`config.mk`:
```
export PLATFORM = sky130hd
export DESIGN_NAME = restoring_divider
export DESIGN_NICKNAME = d
export VERILOG_FILES = /design/src/rtl/restoring_divider.sv
export SDC_FILE = /design/constraint.sdc
export NUM_CORES = 1
export LEC_CHECK = 0
export CORE_ASPECT_RATIO = 0.6
export CORE_UTILIZATION = 61
export CTS_CLUSTER_DIAMETER = 200
export CTS_CLUSTER_SIZE = 28
export DETAILED_ROUTE_END_ITERATION = 12
export DONT_BUFFER_PORTS = 1
export PLACE_DENSITY_LB_ADDON = 0.25
export SLEW_MARGIN = 40
export SYNTH_ARGS = -nofsm -noshare
export SYNTH_HDL_FRONTEND = slang
export SYNTH_SLANG_ARGS = --single-unit
```
`constraint.sdc`:
```
create_clock -name Clk -period 4.7 [get_ports Clk]
set_input_delay 0.235 -clock Clk [delete_from_list [all_inputs] [get_ports Clk]]
set_output_delay 0.235 -clock Clk [all_outputs]
set_load 0.02 [all_outputs]
```
`src/rtl/restoring_divider.sv`:
```
// Sequential unsigned restoring divider for the lab 5 arithmetic datapath.
// Operands are captured from the switch bus while idle; on Run the block
// runs WIDTH shift/trial-subtract iterations (two states per bit) and holds
// the quotient/remainder for the displays until the next start.
module restoring_divider #(
    parameter int WIDTH = 8
) (
    input  logic             Clk,
    input  logic             Reset,
    input  logic             Run,
    input  logic             Load_Dividend,
    input  logic             Load_Divisor,
    input  logic [WIDTH-1:0] Din,
    output logic [WIDTH-1:0] Quotient,
    output logic [WIDTH-1:0] Remainder,
    output logic             Busy,
    output logic             Done,
    output logic             DivByZero
);

    localparam int CW = (WIDTH > 1) ? $clog2(WIDTH) : 1;
    localparam logic [CW-1:0] LAST = CW'(WIDTH - 1);

    typedef enum logic [1:0] {
        IDLE  = 2'd0,
        SHIFT = 2'd1,
        TRIAL = 2'd2,
        DONE  = 2'd3
    } state_t;

    state_t          state;
    logic [WIDTH-1:0] dvd;
    logic [WIDTH-1:0] dvs;
    logic [WIDTH-1:0] q;
    // One extra bit: after a shift the partial remainder can reach 2*DVS-1.
    logic [WIDTH:0]   r;
    logic [CW-1:0]    cnt;

    // Trial subtraction of the divisor from the shifted partial remainder.
    logic [WIDTH:0]   r_diff;
    logic             r_ge;
    always_comb begin
        r_diff = r - {1'b0, dvs};
        r_ge   = (r >= {1'b0, dvs});
    end

    // Control FSM and datapath; Busy/Done are registered alongside the state.
    always_ff @(posedge Clk) begin
        if (Reset) begin
            state     <= IDLE;
            dvd       <= '0;
            dvs       <= '0;
            q         <= '0;
            r         <= '0;
            cnt       <= '0;
            DivByZero <= 1'b0;
            Busy      <= 1'b0;
            Done      <= 1'b0;
        end else begin
            case (state)
                IDLE: begin
                    // Loads still apply on the start edge; Q takes the old DVD.
                    if (Load_Dividend) dvd <= Din;
                    if (Load_Divisor)  dvs <= Din;
                    if (Run) begin
                        if (dvs != '0) begin
                            r         <= '0;
                            q         <= dvd;
                            cnt       <= '0;
                            DivByZero <= 1'b0;
                            state     <= SHIFT;
                            Busy      <= 1'b1;
                            Done      <= 1'b0;
                        end else begin
                            q         <= '1;
                            r         <= {1'b0, dvd};
                            DivByZero <= 1'b1;
                            state     <= DONE;
                            Busy      <= 1'b0;
                            Done      <= 1'b1;
                        end
                    end
                end
                SHIFT: begin
                    r     <= {r[WIDTH-1:0], q[WIDTH-1]};
                    q     <= {q[WIDTH-2:0], 1'b0};
                    state <= TRIAL;
                end
                TRIAL: begin
                    if (r_ge) begin
                        r    <= r_diff;
                        q[0] <= 1'b1;
                    end
                    cnt <= cnt + 1'b1;
                    if (cnt == LAST) begin
                        state <= DONE;
                        Busy  <= 1'b0;
                        Done  <= 1'b1;
                    end else begin
                        state <= SHIFT;
                    end
                end
                DONE: begin
                    // No auto-restart: Run must be released first.
                    if (!Run) begin
                        state <= IDLE;
                        Done  <= 1'b0;
                    end
                end
                default: begin
                    state <= IDLE;
                    Busy  <= 1'b0;
                    Done  <= 1'b0;
                end
            endcase
        end
    end

    assign Quotient  = q;
    assign Remainder = r[WIDTH-1:0];

endmodule

```
==> impl_results.md, run 1 <==
* Status: finished, final reports clean
* Final HPWL DP at 4490 um
* Number of global-route vias before repair at 1944
* Initial drt markers at 207
* Mapped Area at 2430 sq um
* Routed WL at 6230 um
* Yosys reg bits at 41
* Yosys warning count at 0
* Dominant synthesized flop cell: dfxtp_1
* Min-Delay Path Class: in2reg
* Max-slew headroom at 0.662
* CTS max path bufs at 2
* Port Buffers at 0
* Non-Filler Instances at 342
* Final setup margin at 2.11 ns
* Worst endpoint data arrival time at 2.78 ns
* Root Driver: clkbuf_8
* Max-cap violations at 0
* Post-CTS Setup Bufs at 0
* First-pass GRT wire length at 9660 um
* TNS Setup at 0 ns
* Initial core utilization at 0.648
* Unique cell type count in the Yosys netlist at 48
* Async S/R FF share, synth at 0
* Place WS at 1.93 ns
* Gr ovfl total at 0
* Area leader, netlist: dfxtp_1
* Final Hold Fails at 0
* Seq pwr share at 0.331
* H-tree level count at 2
* Leakage power at 0.000938 uW
* Die area at 4240 sq um
* Clock skew after layout at 0.00468 ns
* Die width at 83.4 um
* Crit share post-route at 0.550
* Critical Path Sink Type: flop
* Number of synthesized flops with an enable pin at 0
* Clock transition at path regs at 0.08 ns
* Post-synth top area share at 0.338
* Placeable Area at 3740 sq um
* Cell Int Power at 920 uW
* Layout cells sized above 1 at 0.0610
* Number of detailed-route iterations in the first pass at 6
* # IOs at 32
* WL/cell at 18.2 um
* Net Sw Frac at 0.500
* Worst setup SP type: flop
* Clock Sinks at 41
* P_sw at 921 uW
* Initial antenna violation count at 0
* Crit Path Max Fanout at 28
* DR vias at 2239
* Post-route DRC violation count at 0
* Placed cell areas at 2340 sq um
* Clock Power Share at 0.124
* R2R cell count at 8
* VDD IR-drop max at 0.465 mV
* Mean area per synthesized cell at 7.85 sq um
* Fin nets at 323
* Worst EP required at 4.89 ns
* Combinational group share of total power at 0.545
* Post-Place Cells at 331
* Fmax at 387 MHz
* TritonCTS Buffers at 5
* DR vias/cell at 6.55
* Pwr dens at 748 nW/um^2
* Mapped Nets at 338
* Gate Count Post-Synth at 309
* Row cnt at 17
* Worst-margin pin slew at 0.507 ns
* Antenna viol nets, final at 0
* Layout area overhead at 1.34%
* Fin crit period at 2.59 ns
* CTS tree: yes
* CP Class: reg2reg
* Largest net degree at the start of global routing at 29
* Clk_lat worst skew at 0.30 ns
* Register area share after synthesis at 0.338
* Antenna Cells at 0
* Post-route cell area at 2460 sq um
* Top cells by area, synth: dfxtp_1 34%, ha_1 7.7%, a21oi_1 5.8%, nand2_1 5.7%, a211oi_1 5.0%
* Die Span Y at 50.9 um
* Hold path depth at 1
* Final setup viols at 0
* Fin. max-slew vios at 0
* Gr usage total at 0.297
* Gp weighted congestion at 0.916
* RSZ-0062 raised after global routing: no
[layer usage]
metal / track usage / wire length [um] / vias to the layer above / part of all wire
li1: - / - / 1081 / -
met1: 0.422 / 2790 / 1008 / 0.45
met2: 0.433 / 2500 / 136 / 0.40
met3: 0.0953 / 821 / 14 / 0.13
met4: 0.0876 / 109 / 0 / 0.018
met5: 0 / 0 / - / 0
[final timing paths]
check	startpoint	end	slack, ns
max reg2reg	state[1]$_SDFFE_PP0P_	r[8]$_SDFFE_PP0P_	2.11
max	state[1]$_SDFFE_PP0P_	r[8]$_SDFFE_PP0P_	2.11
min	Reset	Quotient[6]$_SDFFE_PP0P_	0.009
min reg2reg	dvs[7]$_SDFFE_PP0P_	dvs[7]$_SDFFE_PP0P_	0.49
[power by group through the flow]
| stage | clock network [uW] | registers, uW | logic (uW) |
|---|---|---|---|
| floorplan | 0 | 557 | 870 |
| global placement | 0 | 613 | 934 |
| detailed placement | 0 | 615 | 957 |
| CTS | 231 | 607 | 970 |
| global route | 244 | 619 | 1100 |
| finish | 229 | 609 | 1000 |
[area by class of cell]
cell class | count | area, sq um
timing repair buffer | 3 | 25.0
tap | 47 | 58.8
fill | 318 | 1280
clock buffer | 5 | 68.8
clock inverter | 3 | 17.5
sequential | 41 | 821
multi-input combinational | 226 | 1400
inverter | 17 | 63.8
[what timing repair did]
| item | in CTS | in global routing |
|---|---|---|
| hold buffers | 2 | 1 |
| endpoints found under the hold margin | 25 | 3 |
| resized for setup | 0 | 0 |
[flip-flops by register name, indices dropped and copies added (netlist names)]
| register | flops |
|---|---|
| DivByZero | 1 |
| Busy | 1 |
| dvd | 8 |
| Done | 1 |
| cnt | 3 |
| dvs | 8 |
| r | 9 |
| Quotient | 8 |
| state | 2 |
[per-stage QoR]
step	hold WS [ns]	utilization	total power (uW)
3_3_place_gp	0.310	0.626	1550
3_5_place_dp	0.312	0.626	1570
4_1_cts	0.00112	0.655	1810
2_1_floorplan	0.382	-	1430
6_report	0.00861	0.657	1840
5_1_grt	0.00117	0.657	1960
[worst max-delay path: stages (launching register included)]
cell,delay [ns]
dfxtp_1,0.34
inv_1,0.14
ha_2,0.52
mux2_4,0.43
or2_4,0.27
o311a_2,0.18
nor2_4,0.29
a211oi_1,0.08
a211o_1,0.24
[logic make-up after synthesis]
family / synth area share
AND/OR/NAND/NOR: 0.228
XOR/XNOR: 0.00722
AO/OA/AOI/OAI: 0.238
buffers and inverters: 0.0841
adder cells (fa/ha/maj): 0.0856
multiplexers: 0.0186
flip-flops: 0.338
[cells in the mapped netlist (3+ instances only)]
cell type	n
a221oi_1	3
nand2_1	37
buf_4	8
nand3_1	22
clkbuf_1	14
nor3_1	15
inv_1	16
a211oi_1	16
o22ai_1	8
o21ai_0	13
nor2b_1	3
ha_1	15
mux2i_1	3
dfxtp_1	41
nor2_1	25
nor3b_1	3
a21oi_1	28
[cells in the final DEF (no fill, tap or decap), types with 3 or more instances in the layout]
cell,instances
o21ai_0,13
nand2_1,37
o22ai_1,8
nor2_1,25
nand3_1,22
inv_1,16
a211oi_1,16
ha_1,14
dfxtp_1,41
nor2b_1,3
a21oi_1,28
nor3b_1,3
a221oi_1,3
clkbuf_8,5
nor3_1,15
mux2i_1,3
No activity file was read; power rests on OpenSTA's default activity.
==> run 2: changes to the inputs <==
==> constraint.sdc (replaced) <==
create_clock -name Clk -period 2.4 [get_ports Clk]
set_input_delay 0.12 -clock Clk [delete_from_list [all_inputs] [get_ports Clk]]
set_output_delay 0.12 -clock Clk [all_outputs]
set_load 0.02 [all_outputs]
==> run 2 against run 1 <==
First-iteration DRC count is 13% higher; clock power rose by 110%; register-to-register slack got worse by 2.1 ns; fmax increased by 9.6%; critical path depth up 2; global-route usage grew 3.4 points; clock skew grew 0.0020 ns; sequential cell count did not move; routed wire length grew 12%; final area up 13%; cell count increased by 9.6%; critical path type unchanged; largest cell class unchanged; highest routed layer unchanged.
==> impl_results.md, run 2 (synthesized netlist as in run 1, its figures left out) <==
* Status: finished, final reports clean
* Reg with most FFs: r
* Crit Path Max Fanout at 4
* Antenna viol nets, final at 0
* VDD IR-drop max at 0.860 mV
* Largest net degree at the start of global routing at 42
* Commonest non-fill, non-tap cell in the layout: dfxtp_1
* Most frequent cells in the layout: 40 x dfxtp_1, 37 x nand2_1, 28 x a21oi_1
* Number of detailed-route iterations in the first pass at 6
* Clock transition at path regs at 0.09 ns
* # IOs at 32
* Worst endpoint data arrival time at 2.61 ns
* Die area at 4240 sq um
* Final Hold Fails at 0
* Final HPWL DP at 4620 um
* Layout area overhead at 14.1%
* Fin. max-slew vios at 0
* Pwr dens at 1410 nW/um^2
* Port Buffers at 0
* Max-cap violations at 0
* TritonCTS Buffers at 5
* CTS max path bufs at 2
* Placeable Area at 3740 sq um
* Gr ovfl total at 0
* Routed WL at 6940 um
* Clk_lat worst skew at 0.31 ns
* Worst EP required at 2.65 ns
* Initial core utilization at 0.648
* DR vias/cell at 6.34
* Clock Sinks at 41
* DR vias at 2378
* Gr usage total at 0.331
* FILL cells at 291
* Leakage power at 0.00109 uW
* Critical Path Sink Type: flop
* Crit share post-route at 0.984
* Root Driver: clkbuf_8
* WL/cell at 18.5 um
* Fmax at 424 MHz
* Antenna Cells at 0
* Max-slew headroom at 0.633
* Max reg flops at 9
* Number of global-route vias before repair at 2025
* Worst-margin pin slew at 0.549 ns
* Row cnt at 17
* Gp weighted congestion at 0.996
* Die Span Y at 50.9 um
* Final setup viols at 0
* Layout cells sized above 1 at 0.116
* Post-CTS Setup Bufs at 0
* Initial drt markers at 233
* H-tree level count at 2
* Min-Delay Path Class: in2reg
* Post-route cell area at 2770 sq um
* CP Class: reg2reg
* CTS tree: yes
* Placed cell areas at 2480 sq um
* Die width at 83.4 um
* Fin crit period at 2.36 ns
* Fin nets at 356
* Post-route DRC violation count at 0
* Fin util at 0.740
* First-pass GRT wire length at 10500 um
* Clock skew after layout at 0.00665 ns
* Worst setup SP type: flop
* Initial antenna violation count at 0
[run 2: cell count changes in the layout (fill, tap and decap cells not counted)]
cell,delta
dlygate4sd3_1,+15
a211oi_2,+1
dfxtp_2,+1
buf_12,+1
clkinv_2,-1
inv_6,+1
buf_2,-1
buf_4,+18
dfxtp_1,-1
a211oi_1,-1
[run 2: stage by stage]
step / power [uW] / setup TNS [ns] / hold slack [ns] / setup WS, ns / cells
4_1_cts: 3800 / 0 / 0.0191 / 0.0970 / 375
2_1_floorplan: 2800 / 0 / 0.267 / 0.264 / 309
5_1_grt: 4140 / -0.0772 / 0.0613 / -0.0621 / 375
3_3_place_gp: 3230 / 0 / 0.194 / 0.139 / 349
6_report: 3910 / 0 / 0.0228 / 0.0395 / 375
3_5_place_dp: 3260 / 0 / 0.195 / 0.128 / 349
[run 2: what timing repair did]
action / CTS / global route
endpoints found under the setup margin: 0 / 2
endpoints found under the hold margin: 40 / 0
gates resized for setup: 0 / 3
hold buffers: 18 / 0
[run 2: final cells by class]
cell class	instances	area, sq um	share of cell area
Clock buffer	5	68.8	0.0249
Clock inverter	3	21.3	0.00768
Inverter	17	63.8	0.0230
Multi-Input combinational cell	226	1410	0.509
Sequential cell	41	822	0.297
Tap cell	47	58.8	0.0212
Timing Repair Buffer	36	325	0.117
[run 2: routing by layer]
metal | global-route usage | vias to the layer above | part of all wire
li1 | - | 1142 | -
met1 | 0.471 | 1086 | 0.45
met2 | 0.459 | 140 | 0.42
met3 | 0.147 | 10 | 0.12
met4 | 0.0706 | 0 | 0.014
met5 | 0 | - | 0
[run 2: worst max-delay path: stages, from the launching register on]
cell      delay (ns)
dfxtp_1         0.33
inv_1           0.08
ha_1            0.16
inv_1           0.05
fa_1            0.43
a211oi_2        0.29
nor3b_1         0.14
or4_1           0.41
a31oi_1         0.18
nor3_1          0.08
nor3_2          0.15
[run 2: final timing paths]
path | startpoint | end | slack (ns) | cells past startpoint
setup / recovery | r[0]$_SDFFE_PP0P_ | r[6]$_SDFFE_PP0P_ | 0.04 | 10
hold / removal | Run | DivByZero$_SDFFE_PP0P_ | 0.02 | 3
setup reg to reg | r[0]$_SDFFE_PP0P_ | r[6]$_SDFFE_PP0P_ | 0.04 | 10
hold reg to reg | dvs[0]$_SDFFE_PP0P_ | dvs[0]$_SDFFE_PP0P_ | 0.49 | 2
[run 2: report_power, final]
| part | switching [uW] | total [uW] | internal, uW |
|---|---|---|---|
| logic | 1390 | 2300 | 911 |
| clock network | 277 | 484 | 207 |
| registers | 254 | 1120 | 866 |
| total | 1920 | 3910 | 1980 |
==> run 3: changes to the inputs <==
--- a/config.mk
+++ b/config.mk
@@ -11,7 +11,7 @@
 export CTS_CLUSTER_SIZE = 28
 export DETAILED_ROUTE_END_ITERATION = 12
 export DONT_BUFFER_PORTS = 1
-export PLACE_DENSITY_LB_ADDON = 0.25
+export PLACE_DENSITY = 0.77
 export SLEW_MARGIN = 40
 export SYNTH_ARGS = -nofsm -noshare
 export SYNTH_HDL_FRONTEND = slang
==> run 3 against run 2 <==
Via count down 1.3%; cell count unchanged; combinational power about the same; sequential power about the same; clock skew up 0.0061 ns; worst hold slack worse by 0.011 ns.
==> impl_results.md, run 3 (synthesized netlist as in run 1, its figures left out) <==
* Critical Path Sink Type: flop
* Fmax at 438 MHz
* Gr ovfl total at 0
* Number of detailed-route iterations in the first pass at 5
* Fin. max-slew vios at 0
* Reg with most FFs: r
* Clk_lat worst skew at 0.30 ns
* Seq pwr share at 0.290
* Post-route DRC violation count at 0
* Fin nets at 356
* Worst-margin pin slew at 0.434 ns
* Routed WL at 6620 um
* Status: finished, final reports clean
* Clock transition at path regs at 0.09 ns
* Combinational group share of total power at 0.588
* Worst EP required at 2.60 ns
* Clock Power Share at 0.121
* Initial drt markers at 197
* Port Buffers at 0
* Tot Pwr at 3880 uW
* Max-cap violations at 0
* Pwr dens at 1400 nW/um^2
* Final HPWL DP at 4630 um
* CTS tree: yes
* # IOs at 32
* DR vias at 2346
* Row cnt at 17
* Fin Hold WS at 0.0116 ns
* TritonCTS Buffers at 5
* Leakage power at 0.00109 uW
* Max reg flops at 9
* Final Hold Fails at 0
* Layout cells sized above 1 at 0.122
* Number of global-route vias before repair at 2044
* Placeable Area at 3740 sq um
* Min-Delay Path Class: in2reg
* Layout area overhead at 14.2%
* VDD IR-drop max at 0.722 mV
* TNS Setup at 0 ns
* Worst setup SP type: flop
* Gp weighted congestion at 0.984
* Crit Path Max Fanout at 12
* First-pass GRT wire length at 10400 um
* Final setup viols at 0
* Commonest non-fill, non-tap cell in the layout: dfxtp_1
* Antenna viol nets, final at 0
* Gr usage total at 0.320
* Clock Sinks at 41
* Crit share post-route at 0.951
* Most frequent cells in the layout: 41 x dfxtp_1, 37 x nand2_1, 28 x a21oi_1
* WL/cell at 17.7 um
* Cell Int Power at 1990 uW
* DR vias/cell at 6.26
* Root Driver: clkbuf_8
* CTS max path bufs at 2
* Placed cell areas at 2490 sq um
* Post-route cell area at 2770 sq um
* Die Span Y at 50.9 um
* Fin util at 0.740
* CP Class: reg2reg
* Largest net degree at the start of global routing at 41
* Post-CTS Setup Bufs at 0
* Net Sw Frac at 0.486
* H-tree level count at 2
* Initial antenna violation count at 0
* Fin crit period at 2.28 ns
* P_sw at 1890 uW
* Clock skew after layout at 0.0128 ns
* Die area at 4240 sq um
* Die width at 83.4 um
* Initial core utilization at 0.648
* Antenna Cells at 0
* Max-slew headroom at 0.710
* Worst endpoint data arrival time at 2.48 ns
## run 3: worst max-delay path, stage by stage, from the launching register on
cell and delay (ns):
dfxtp_1 0.39, inv_1 0.08, ha_1 0.37, o21ai_0 0.23
a21oi_1 0.10, o311a_2 0.42, nor2_4 0.28, a211oi_1 0.08
a211o_1 0.24
## run 3: repair_timing
| action | in CTS | in global routing |
|---|---|---|
| endpoints found under the setup margin | 0 | 2 |
| gates resized for setup | 0 | 4 |
| hold buffers | 17 | 0 |
| endpoints found under the hold margin | 40 | 0 |
## run 3: final cells by class
type	count	area (sq um)
repair buffers	36	323
well taps	47	58.8
inverters	17	63.8
clock inverters	3	21.3
multi-input cells	226	1410
flip-flops and latches	41	821
clock buffers	5	68.8
fillers	285	973
## run 3: metal layers
layer  up-vias  part of all wire  track usage
li1       1146                 -            -
met1      1054              0.48        0.488
met2       135              0.40        0.448
met3        11              0.12       0.0872
met4         0            0.0080       0.0678
met5         -                 0            0
## run 3: power by group through the flow
| stage | registers, uW | clock network [uW] | logic (uW) |
|---|---|---|---|
| 2_1_floorplan | 1090 | 0 | 1700 |
| 3_3_place_gp | 1130 | 0 | 2110 |
| 3_5_place_dp | 1130 | 0 | 2130 |
| 4_1_cts | 1120 | 471 | 2200 |
| 5_1_grt | 1140 | 489 | 2480 |
| 6_report | 1130 | 470 | 2280 |
## run 3: worst paths after layout
kind	from	to	slack, ns	cells past startpoint
max	dvs[2]$_SDFFE_PP0P_	r[8]$_SDFFE_PP0P_	0.12	8
min	Reset	r[7]$_SDFFE_PP0P_	0.01	2
max reg2reg	dvs[2]$_SDFFE_PP0P_	r[8]$_SDFFE_PP0P_	0.12	8
min reg2reg	dvs[5]$_SDFFE_PP0P_	dvs[5]$_SDFFE_PP0P_	0.48	2
## run 3: metrics by stage
| stage | cells | setup WS [ns] |
|---|---|---|
| 3_5_place_dp | 350 | 0.0726 |
| 2_1_floorplan | 309 | 0.264 |
| 6_report | 375 | 0.118 |
| 5_1_grt | 375 | -0.00946 |
| 3_3_place_gp | 350 | 0.156 |
| 4_1_cts | 375 | 0.0375 |
